### config.mk
export PLATFORM = sky130hd
export DESIGN_NAME = bf16_fp8_drain
export DESIGN_NICKNAME = d
export VERILOG_FILES = /design/src/rtl/bf16_fp8_drain.sv
export SDC_FILE = /design/constraint.sdc
export NUM_CORES = 1
export LEC_CHECK = 0
export CAP_MARGIN = 20
export CORE_UTILIZATION = 56
export DETAILED_ROUTE_END_ITERATION = 8
export PLACE_DENSITY = 0.86
export SYNTH_ARGS = -nofsm -noshare
export SYNTH_HDL_FRONTEND = slang
export SYNTH_SLANG_ARGS = --single-unit
### constraint.sdc
create_clock -name clk -period 3.46 [get_ports clk]
set_clock_uncertainty 0.2 [all_clocks]
set_input_delay 0.346 -clock clk [delete_from_list [all_inputs] [get_ports clk]]
set_output_delay 0.346 -clock clk [all_outputs]
set_load 0.03 [all_outputs]
### src/rtl/bf16_fp8_drain.sv
// bf16_fp8_drain: BF16 -> FP8 E4M3 requantizer and byte packer.
// A convert stage rounds each BF16 value to E4M3 (round-to-nearest-even).
// A pack stage then collects four bytes per 32-bit word, first byte in [7:0].
// Both stages honour valid/ready backpressure and sustain one value per cycle.
module bf16_fp8_drain #(
  parameter bit SATURATE = 1'b1,  // 1: overflow clamps to +/-240, 0: overflow becomes +/-Inf
  parameter int CNT_W    = 16     // width of the saturation event counter
) (
  input  logic             clk,
  input  logic             rst,
  input  logic             in_valid,
  output logic             in_ready,
  input  logic [15:0]      in_data,
  input  logic             in_last,
  output logic             out_valid,
  input  logic             out_ready,
  output logic [31:0]      out_data,
  output logic [3:0]       out_keep,
  output logic             out_last,
  input  logic             sat_clr,
  output logic [CNT_W-1:0] sat_count,
  output logic             nan_seen
);

  // ---------------------------------------------------------------------------
  // BF16 field split
  // ---------------------------------------------------------------------------
  logic       w_sign;
  logic [7:0] w_exp;
  logic [6:0] w_mant;

  assign {w_sign, w_exp, w_mant} = in_data;

  // ---------------------------------------------------------------------------
  // Normal range (biased exp >= 121, i.e. E >= -6): keep mant[6:4] and round
  // on guard mant[3] and sticky mant[2:0].
  // ---------------------------------------------------------------------------
  logic       w_n_rup;
  logic [3:0] w_n_sum;    // {carry, 3-bit mantissa}
  logic [8:0] w_n_exp;    // BF16 biased exponent after a rounding carry
  logic       w_n_ovf;
  logic [3:0] w_n_field;  // E4M3 exponent field = E + 7 = biased_bf16 - 120

  assign w_n_rup   = w_mant[3] & ((|w_mant[2:0]) | w_mant[4]);
  assign w_n_sum   = {1'b0, w_mant[6:4]} + {3'b000, w_n_rup};
  assign w_n_exp   = {1'b0, w_exp} + {8'h00, w_n_sum[3]};
  // Rounded E above 7 (biased 134) cannot be represented as a finite E4M3.
  assign w_n_ovf   = w_n_exp > 9'd134;
  assign w_n_field = 4'(w_n_exp - 9'd120);

  // ---------------------------------------------------------------------------
  // Subnormal range (E < -6): the E4M3 result is an integer count of 2^-9.
  // {1,mant} sits at bits [23:16]; shifting right by (-6-E) lands the integer
  // part in [23:20], guard in [19] and sticky in [18:0]. The 16 zero pad bits
  // cover every shift up to 10 without losing sticky information.
  // ---------------------------------------------------------------------------
  logic [7:0]  w_sh;
  logic [23:0] w_sub_y;
  logic        w_sub_rup;
  logic [3:0]  w_sub_sum;  // 8 means rounding reached 2^-6, encoded as 0x08

  assign w_sh      = 8'd121 - w_exp;
  assign w_sub_y   = {1'b1, w_mant, 16'h0000} >> w_sh[3:0];
  assign w_sub_rup = w_sub_y[19] & ((|w_sub_y[18:0]) | w_sub_y[20]);
  assign w_sub_sum = w_sub_y[23:20] + {3'b000, w_sub_rup};

  // ---------------------------------------------------------------------------
  // Conversion result and event flags
  // ---------------------------------------------------------------------------
  logic [7:0] w_fp8;
  logic       w_ovf;
  logic       w_nan;

  // Select the E4M3 encoding by input class.
  always_comb begin
    // NOTE: every output gets a default first so no path can infer a latch.
    w_fp8 = {w_sign, 7'h00};
    w_ovf = 1'b0;
    w_nan = 1'b0;
    if (&w_exp) begin
      if (w_mant != 7'h00) begin
        w_fp8 = 8'h7F;
        w_nan = 1'b1;
      end else begin
        w_fp8 = {w_sign, 7'h78};
      end
    end else if (w_exp == 8'h00) begin
      w_fp8 = {w_sign, 7'h00};
    end else if (w_exp < 8'd121) begin
      // Shifts beyond 10 are entirely below half of 2^-9 and flush to zero.
      if (w_sh <= 8'd10) begin
        w_fp8 = {w_sign, 3'b000, w_sub_sum};
      end
    end else if (w_n_ovf) begin
      w_ovf = 1'b1;
      w_fp8 = SATURATE ? {w_sign, 7'h77} : {w_sign, 7'h78};
    end else begin
      w_fp8 = {w_sign, w_n_field, w_n_sum[2:0]};
    end
  end

  // ---------------------------------------------------------------------------
  // Handshake
  // ---------------------------------------------------------------------------
  logic       r_c_valid;
  logic [7:0] r_c_byte;
  logic       r_c_last;
  logic       r_out_valid;
  logic [31:0] r_out_data;
  logic [3:0] r_out_keep;
  logic       r_out_last;
  logic [1:0] r_idx;
  logic [CNT_W-1:0] r_sat_count;
  logic       r_nan_seen;

  logic w_c_adv;
  logic w_in_fire;

  // C advances whenever the output register is empty or being drained.
  assign w_c_adv   = r_c_valid & (~r_out_valid | out_ready);
  assign in_ready  = ~r_c_valid | w_c_adv;
  assign w_in_fire = in_valid & in_ready;

  // Convert stage register: load on accept, empty when its byte moves on.
  always_ff @(posedge clk or posedge rst) begin
    // NOTE: datapath registers are reset too; the whole block must read 0 after reset.
    if (rst) begin
      r_c_valid <= 1'b0;
      r_c_byte  <= 8'h00;
      r_c_last  <= 1'b0;
    end else if (w_in_fire) begin
      // NOTE: sequential state uses non-blocking assignments so every register samples pre-edge values.
      r_c_valid <= 1'b1;
      r_c_byte  <= w_fp8;
      r_c_last  <= in_last;
    end else if (w_c_adv) begin
      r_c_valid <= 1'b0;
    end
  end

  // ---------------------------------------------------------------------------
  // Pack stage
  // ---------------------------------------------------------------------------
  logic [31:0] w_base_data;
  logic [3:0]  w_base_keep;
  logic [31:0] w_pack_data;
  logic [3:0]  w_pack_keep;
  logic        w_close;

  // Merge the C byte into the current word; a word being handed off is
  // replaced by a fresh one so the new byte lands in lane 0 alone.
  always_comb begin
    w_base_data = r_out_valid ? 32'h0000_0000 : r_out_data;
    w_base_keep = r_out_valid ? 4'b0000 : r_out_keep;
    w_pack_data = w_base_data;
    case (r_idx)
      2'd0:    w_pack_data[7:0]   = r_c_byte;
      2'd1:    w_pack_data[15:8]  = r_c_byte;
      2'd2:    w_pack_data[23:16] = r_c_byte;
      default: w_pack_data[31:24] = r_c_byte;
    endcase
    w_pack_keep = w_base_keep | (4'b0001 << r_idx);
    w_close     = (r_idx == 2'd3) | r_c_last;
  end

  // Output word register: fill lanes, close on lane 3 or tile end, hold under backpressure.
  always_ff @(posedge clk or posedge rst) begin
    if (rst) begin
      r_out_valid <= 1'b0;
      r_out_data  <= 32'h0000_0000;
      r_out_keep  <= 4'b0000;
      r_out_last  <= 1'b0;
      r_idx       <= 2'd0;
    end else if (w_c_adv) begin
      r_out_data  <= w_pack_data;
      r_out_keep  <= w_pack_keep;
      r_out_valid <= w_close;
      r_out_last  <= w_close & r_c_last;
      r_idx       <= w_close ? 2'd0 : r_idx + 2'd1;
    end else if (r_out_valid && out_ready) begin
      r_out_valid <= 1'b0;
      r_out_data  <= 32'h0000_0000;
      r_out_keep  <= 4'b0000;
      r_out_last  <= 1'b0;
    end
  end

  // ---------------------------------------------------------------------------
  // Status: saturation counter and sticky NaN flag, updated at C load
  // ---------------------------------------------------------------------------

  // Clear wins over a same-cycle event; the counter sticks at all-ones.
  always_ff @(posedge clk or posedge rst) begin
    if (rst) begin
      r_sat_count <= '0;
      r_nan_seen  <= 1'b0;
    end else if (sat_clr) begin
      r_sat_count <= '0;
      r_nan_seen  <= 1'b0;
    end else if (w_in_fire) begin
      if (w_ovf && (r_sat_count != {CNT_W{1'b1}})) begin
        r_sat_count <= r_sat_count + CNT_W'(1);
      end
      if (w_nan) begin
        r_nan_seen <= 1'b1;
      end
    end
  end

  assign out_valid = r_out_valid;
  assign out_data  = r_out_data;
  assign out_keep  = r_out_keep;
  assign out_last  = r_out_last;
  assign sat_count = r_sat_count;
  assign nan_seen  = r_nan_seen;

endmodule

==> run_results.csv, run 1 <==
group,metric,value,unit
sta,tightest_slew,870.3,ps
synthesis,syn-num-nets,434,
synthesis,synth.cell_area,3891,sq um
cells_and_area,post_layout_nonfiller_instances,567,
cells_and_area,final_area,4970,sq um
sta,rsz0062_at_grt,"false",
grt,grt_max_degree,37,
synthesis,yosysMostFrequentCell,"dfrtp_1",
clock_tree,cts_made_buffers,9,
worst_setup_path,required,3500,ps
synthesis,synth-seq-cells,67,
synthesis,yosys-top-cells-area,"dfrtp_1 (43%), a22o_1 (5.4%), ha_1 (3.5%)",
clock_tree,cts_hold_buffers,0,
place,dp.cells,551,
die,core-area,6756,sq um
sta,clock.fmax,0.3238,GHz
grt,grt_remaining_overflow,0,
die,die_y,85.36,um
routing,drt-total-wl,9200,um
grt,antenna_found_initial,0,
sta,post-route-min-period,3088,ps
power,p_leak,2.186,nW
synthesis,yosysTopAreaCell,"dfrtp_1",
sta,slew_headroom,0.4180,
worst_setup_path,startpoint_type,"input port",
sta,period_share,0.8925,
routing,wl_per_cell,16.23,um
clock_tree,post-cts-setup-buffers,0,
synthesis,synth_top_cell_area_share,0.4309,
sta,finalSetupViolations,0,
grt,track_usage,0.2616,
grt,grt_pass1_vias,3152,
power,p_per_area,615.1,nW/um^2
synthesis,synthCells,401,
worst_setup_path,criticalPathCategory,"in2reg",
routing,num_vias,3443,
synthesis,synth.distinct_cells,56,
job,max_cap_violations,0,
synthesis,synth_edf_count,0,
power,peakVddDrop,272.5,uV
sta,slew_violations,0,
run_status,status,"finished, final reports clean",
synthesis,ys_seq_area_frac,0.4309,
routing,drt-initial-drc-count,188,
place,place_area,4746,sq um
cells_and_area,drive_gt1_frac,0.09856,
die,num_io_pins,78,
synthesis,yosysWarnings,0,
worst_setup_path,critPathArrivalTime,3130,ps
clock_tree,clockBufferDepth,2,
routing,postRouteAntennaNets,0,
clock_tree,cts.sink_count,67,
routing,firstDrtPassIters,5,
place,detailed_place_hpwl,6777,um
cells_and_area,diodes,0,
place,io_buffers,77,
cells_and_area,syn2layout_area_growth,27.72,%
sta,setup_tns,0,ps
grt,grt_pass1_wl,14860,um
synthesis,synthFlopType,"dfrtp_1",
worst_setup_path,worstPathMaxFanout,28,
routing,drc_errors,0,
sta,hold_viol,0,
clock_tree,cts_tree,"built",
place,gp_congestion,0.9412,
clock_tree,clk_latency,350,ps
clock_tree,cts_resized,0,
worst_setup_path,crit_path_end_kind,"flop",
synthesis,netlist_top_cells_count,"dfrtp_1 (67), nor2_1 (35), nand2_1 (28), a22o_1 (24), o21ai_0 (23)",
sta,hold_slack,227.5,ps
cells_and_area,fill_cells,478,
clock_tree,cts_max_level,3,
die,dieArea,7286,sq um
die,rows,30,
clock_tree,clk_pin_slew_worst_paths,80,ps
die,die_w,85.36,um
worst_hold_path,hold_class,"in2async",
routing,vias_per_cell,6.072,
synthesis,post_synth.cell_area_avg,9.704,sq um
cells_and_area,nNetsFinal,515,
clock_tree,clockRootBuffer,"clkbuf_8",
die,initial_core_util,0.5759,
synthesis,async_flop_share,1.000,
## layer usage
metal,global-route usage,wire (um),share of wire
met1,0.3453,4126,0.45
met4,0.1045,200,0.022
met5,0,0,0
met2,0.4304,4448,0.48
met3,0.04572,424,0.046
## worst max-delay path, stage by stage
cell	delay [ps]
clkdlybuf4s50_1	470
and2_1	140
and3_1	190
ha_1	220
nand3_1	120
nor2_1	130
mux2_1	330
a41o_1	220
buf_4	220
nor4_1	350
mux2_2	380
## stage by stage
step | power, mW | util | setup WS (ps)
after global routing | 3.211 | 0.7356 | 180.8
after CTS | 3.070 | 0.7356 | 392.3
final | 3.057 | 0.7356 | 372.0
after global placement | 2.301 | 0.7024 | 111.5
after detailed placement | 2.344 | 0.7024 | 6.466
after floorplan | 1.853 | - | 695.4
## where the power goes
part,internal [mW],switching (mW)
Sequential,0.968,0.184
Combinational,0.509,0.677
Clock,0.410,0.309
Total,1.89,1.17
## state kept, by name, indices dropped and copies added, names as in the netlist
| register | cells |
|---|---|
| nan_seen | 1 |
| out_data | 32 |
| out_keep | 4 |
| out_last | 1 |
| out_valid | 1 |
| r_c_byte | 8 |
| r_c_last | 1 |
| r_c_valid | 1 |
| r_idx | 2 |
| sat_count | 16 |
## kinds of logic (layout without fill, tap and decap cells)
kind of cell | count (synthesis) | count (layout) | share of synthesized area
AO/OA/AOI/OAI | 107 | 107 | 0.1891
XOR/XNOR | 10 | 10 | 0.02251
adder cells (fa/ha/maj) | 11 | 11 | 0.03537
buffers and inverters | 36 | 122 | 0.04984
flip-flops | 67 | 67 | 0.4309
multiplexers | 22 | 22 | 0.06013
AND/OR/NAND/NOR | 148 | 148 | 0.2122
## cell usage in the layout (no fill, tap or decap), types with 3 or more instances in the layout
cell	n
and3_1	4
dfrtp_1	67
nand2b_1	4
clkinv_4	3
a21oi_1	20
a22o_1	24
nor3_1	8
clkbuf_8	9
o211ai_1	3
nor2b_1	14
xor2_1	4
a22oi_1	6
mux2_2	9
a211oi_1	5
nor2_1	35
ha_1	11
nand3_1	13
xnor2_1	6
or3_1	5
and2_1	3
o31ai_1	5
nor4_1	6
mux2i_1	11
and4_1	5
a311oi_1	3
o21ai_0	23
nand4_1	6
or4_1	6
clkdlybuf4s50_1	77
buf_4	14
nand2_1	28
inv_1	13
## final cells by class
cell class                      instances  area, sq um  area share
Tap cell                               80        100.1     0.02014
Inverter                               14        52.55     0.01057
Multi-Input combinational cell        298         2021      0.4066
Sequential cell                        67         1677      0.3374
Clock buffer                            9        123.9     0.02492
Clock inverter                          7        100.1     0.02014
Timing Repair Buffer                   92        895.9      0.1803
## path summary, 6_finish.rpt
check	to	cells past startpoint	from	slack, ps
worst min register to register	out_last	1	out_last	300
worst max-delay path	sat_count[10]	11	in_data[3]	370
max in group asynchronous	out_valid	3	rst	2200
min in group clk	out_last	1	out_last	300
worst max register to register	sat_count[10]	6	out_valid	760
worst min-delay path	sat_count[11]	2	rst	230
Note: power is estimated with default switching activity, not from simulation.
==> inputs of run 2 (changes only) <==
CTS_BUF_LIST = sky130_fd_sc_hd__clkbuf_8 sky130_fd_sc_hd__clkbuf_16   (was default)
==> results of run 2 <==
The final DEF is identical to that of run 1; final timing and power are the same.
==> inputs of run 3 (changes only) <==
CELL_PAD_IN_SITES_DETAIL_PLACEMENT = 0   (was default)
CELL_PAD_IN_SITES_GLOBAL_PLACEMENT = 1   (was default)
CORE_UTILIZATION = 43   (was 56)
PLACE_DENSITY = default   (was 0.86)
PLACE_DENSITY_LB_ADDON = 0.1   (was default)
SLEW_MARGIN = 20   (was default)
==> run 3 against run 2 <==
  * Flip-flop and latch count unchanged
  * Hold slack improved by 13 ps
  * Global-route usage down 5.3 points
  * Critical path type unchanged
  * Largest power group unchanged
==> run_results.csv, run 3 (synthesized netlist as in run 1, its figures left out) <==
group,metric,value,unit
worst_setup_path,required,3490,ps
routing,firstDrtPassIters,4,
worst_setup_path,worstPathMaxFanout,28,
routing,drt-initial-drc-count,126,
sta,rsz0062_at_grt,"false",
cells_and_area,multi_input_area,2021,sq um
place,detailed_place_hpwl,7238,um
clock_tree,cts_max_level,3,
worst_setup_path,crit_chain,"clkdlybuf4s50_1 > and2_1 > and3_1 > ha_1 > nand3_1 > nor2_1 > mux2_1 > a41o_1 > buf_12 > nor4_1 > mux2_2",
cells_and_area,largest_reg_flops,32,
power,p_per_area,601.2,nW/um^2
cells_and_area,drive_gt1_frac,0.1077,
power,peakVddDrop,287.1,uV
routing,wl_per_cell,16.17,um
grt,grt_max_degree,36,
cells_and_area,layout_common_cells,"clkdlybuf4s50_1 (77), dfrtp_1 (67), nor2_1 (35)",
clock_tree,cts_hold_buffers,0,
sta,slew_headroom,0.3872,
die,die_w,97.13,um
grt,grt_remaining_overflow,0,
clock_tree,clk_latency,340,ps
clock_tree,cts_made_buffers,9,
clock_tree,cts.sink_count,67,
cells_and_area,fill_cells,773,
cells_and_area,nNetsFinal,520,
clock_tree,cts_resized,0,
sta,tightest_slew,916.3,ps
worst_setup_path,critPathArrivalTime,3050,ps
routing,drc_errors,0,
worst_hold_path,hold_class,"in2async",
cells_and_area,final_common_cell,"clkdlybuf4s50_1",
place,io_buffers,77,
cells_and_area,diodes,0,
sta,slew_violations,0,
sta,finalSetupViolations,0,
cells_and_area,area.sequential,1677,sq um
worst_setup_path,criticalPathCategory,"in2reg",
worst_setup_path,crit_path_end_kind,"flop",
clock_tree,clk_pin_slew_worst_paths,90,ps
run_status,status,"finished, final reports clean",
routing,postRouteAntennaNets,0,
die,core-area,8721,sq um
routing,drt-total-wl,9701,um
place,dp_slack,113.2,ps
sta,setup_slack,445.0,ps
sta,hold_viol,0,
worst_setup_path,cp_slowest_cell,"clkdlybuf4s50_1",
job,max_cap_violations,0,
grt,antenna_found_initial,0,
cells_and_area,syn2layout_area_growth,29.13,%
die,dieArea,9434,sq um
clock_tree,clockBufferDepth,2,
sta,clock.fmax,0.3317,GHz
routing,num_vias,3380,
grt,grt_pass1_vias,3123,
place,gp_congestion,0.8694,
grt,grt_pass1_wl,15930,um
die,rows,34,
sta,setup_tns,0,ps
clock_tree,clockRootBuffer,"clkbuf_8",
clock_tree,post-cts-setup-buffers,0,
die,num_io_pins,78,
worst_setup_path,startpoint_type,"input port",
sta,period_share,0.8714,
power,p_leak,2.196,nW
grt,track_usage,0.2087,
worst_setup_path,slowest_delay,470,ps
clock_tree,cts_tree,"built",
die,die_y,97.13,um
die,initial_core_util,0.4462,
routing,vias_per_cell,5.633,
sta,post-route-min-period,3015,ps
[run 3: cell count changes in the layout (fill, tap and decap cells not counted)]
cell        change
buf_4           +5
clkinv_4        -3
clkinvlp_4      +2
inv_6           +2
bufinv_16       -1
clkinv_2        -1
inv_8           +1
[run 3: critical path: cells and delay by family]
kind            cells  cell delay (ps)
mux                 2              710
buf+inv             2              640
simple gates        5              900
fa+ha+maj           1              180
compound gates      1              260
[run 3: per-layer routing]
metal,vias up,track usage,share of wire
met5,-,0,0
met4,0,0.05511,0.0097
met3,9,0.04101,0.034
met2,71,0.3407,0.49
met1,1642,0.2838,0.47
li1,1658,-,-
[run 3: area by class of cell]
cell class                 instances  area share
multi-input combinational        298      0.4021
sequential                        67      0.3337
timing repair buffer              97      0.1858
tap                              108     0.02689
clock buffer                       9     0.02465
clock inverter                     7     0.01643
inverter                          14     0.01046
[run 3: worst paths after layout]
path / from / endpoint / slack, ps / cells after the start
worst max-delay path: in_data[4] / sat_count[9] / 450 / 11
worst min-delay path: rst / out_data[18] / 240 / 2
worst max register to register: sat_count[0] / sat_count[9] / 1070 / 6
worst min register to register: out_last / out_last / 300 / 1
max in group asynchronous: rst / r_c_byte[5] / 2070 / 3
min in group clk: out_last / out_last / 300 / 1
[run 3: power by group]
| group | leakage (nW) | internal, mW | switching [mW] | total [mW] |
|---|---|---|---|---|
| clock | 0.0988 | 0.345 | 0.342 | 0.687 |
| combinational | 1.21 | 0.516 | 0.688 | 1.20 |
| sequential | 0.888 | 0.967 | 0.163 | 1.13 |
| total | 2.20 | 1.83 | 1.19 | 3.02 |
[run 3: metrics by stage]
step                hold slack (ps)  std cells    util  total power [mW]  cell area (sq um)
floorplan                     251.4        401       -             1.853               3891
global placement              279.7        584  0.5525             2.337               4818
detailed placement            289.0        584  0.5525             2.357               4818
CTS                           258.4        600  0.5762             3.046               5025
global route                  301.7        600  0.5762             3.174               5025
finish                        240.1        600  0.5762             3.021               5025
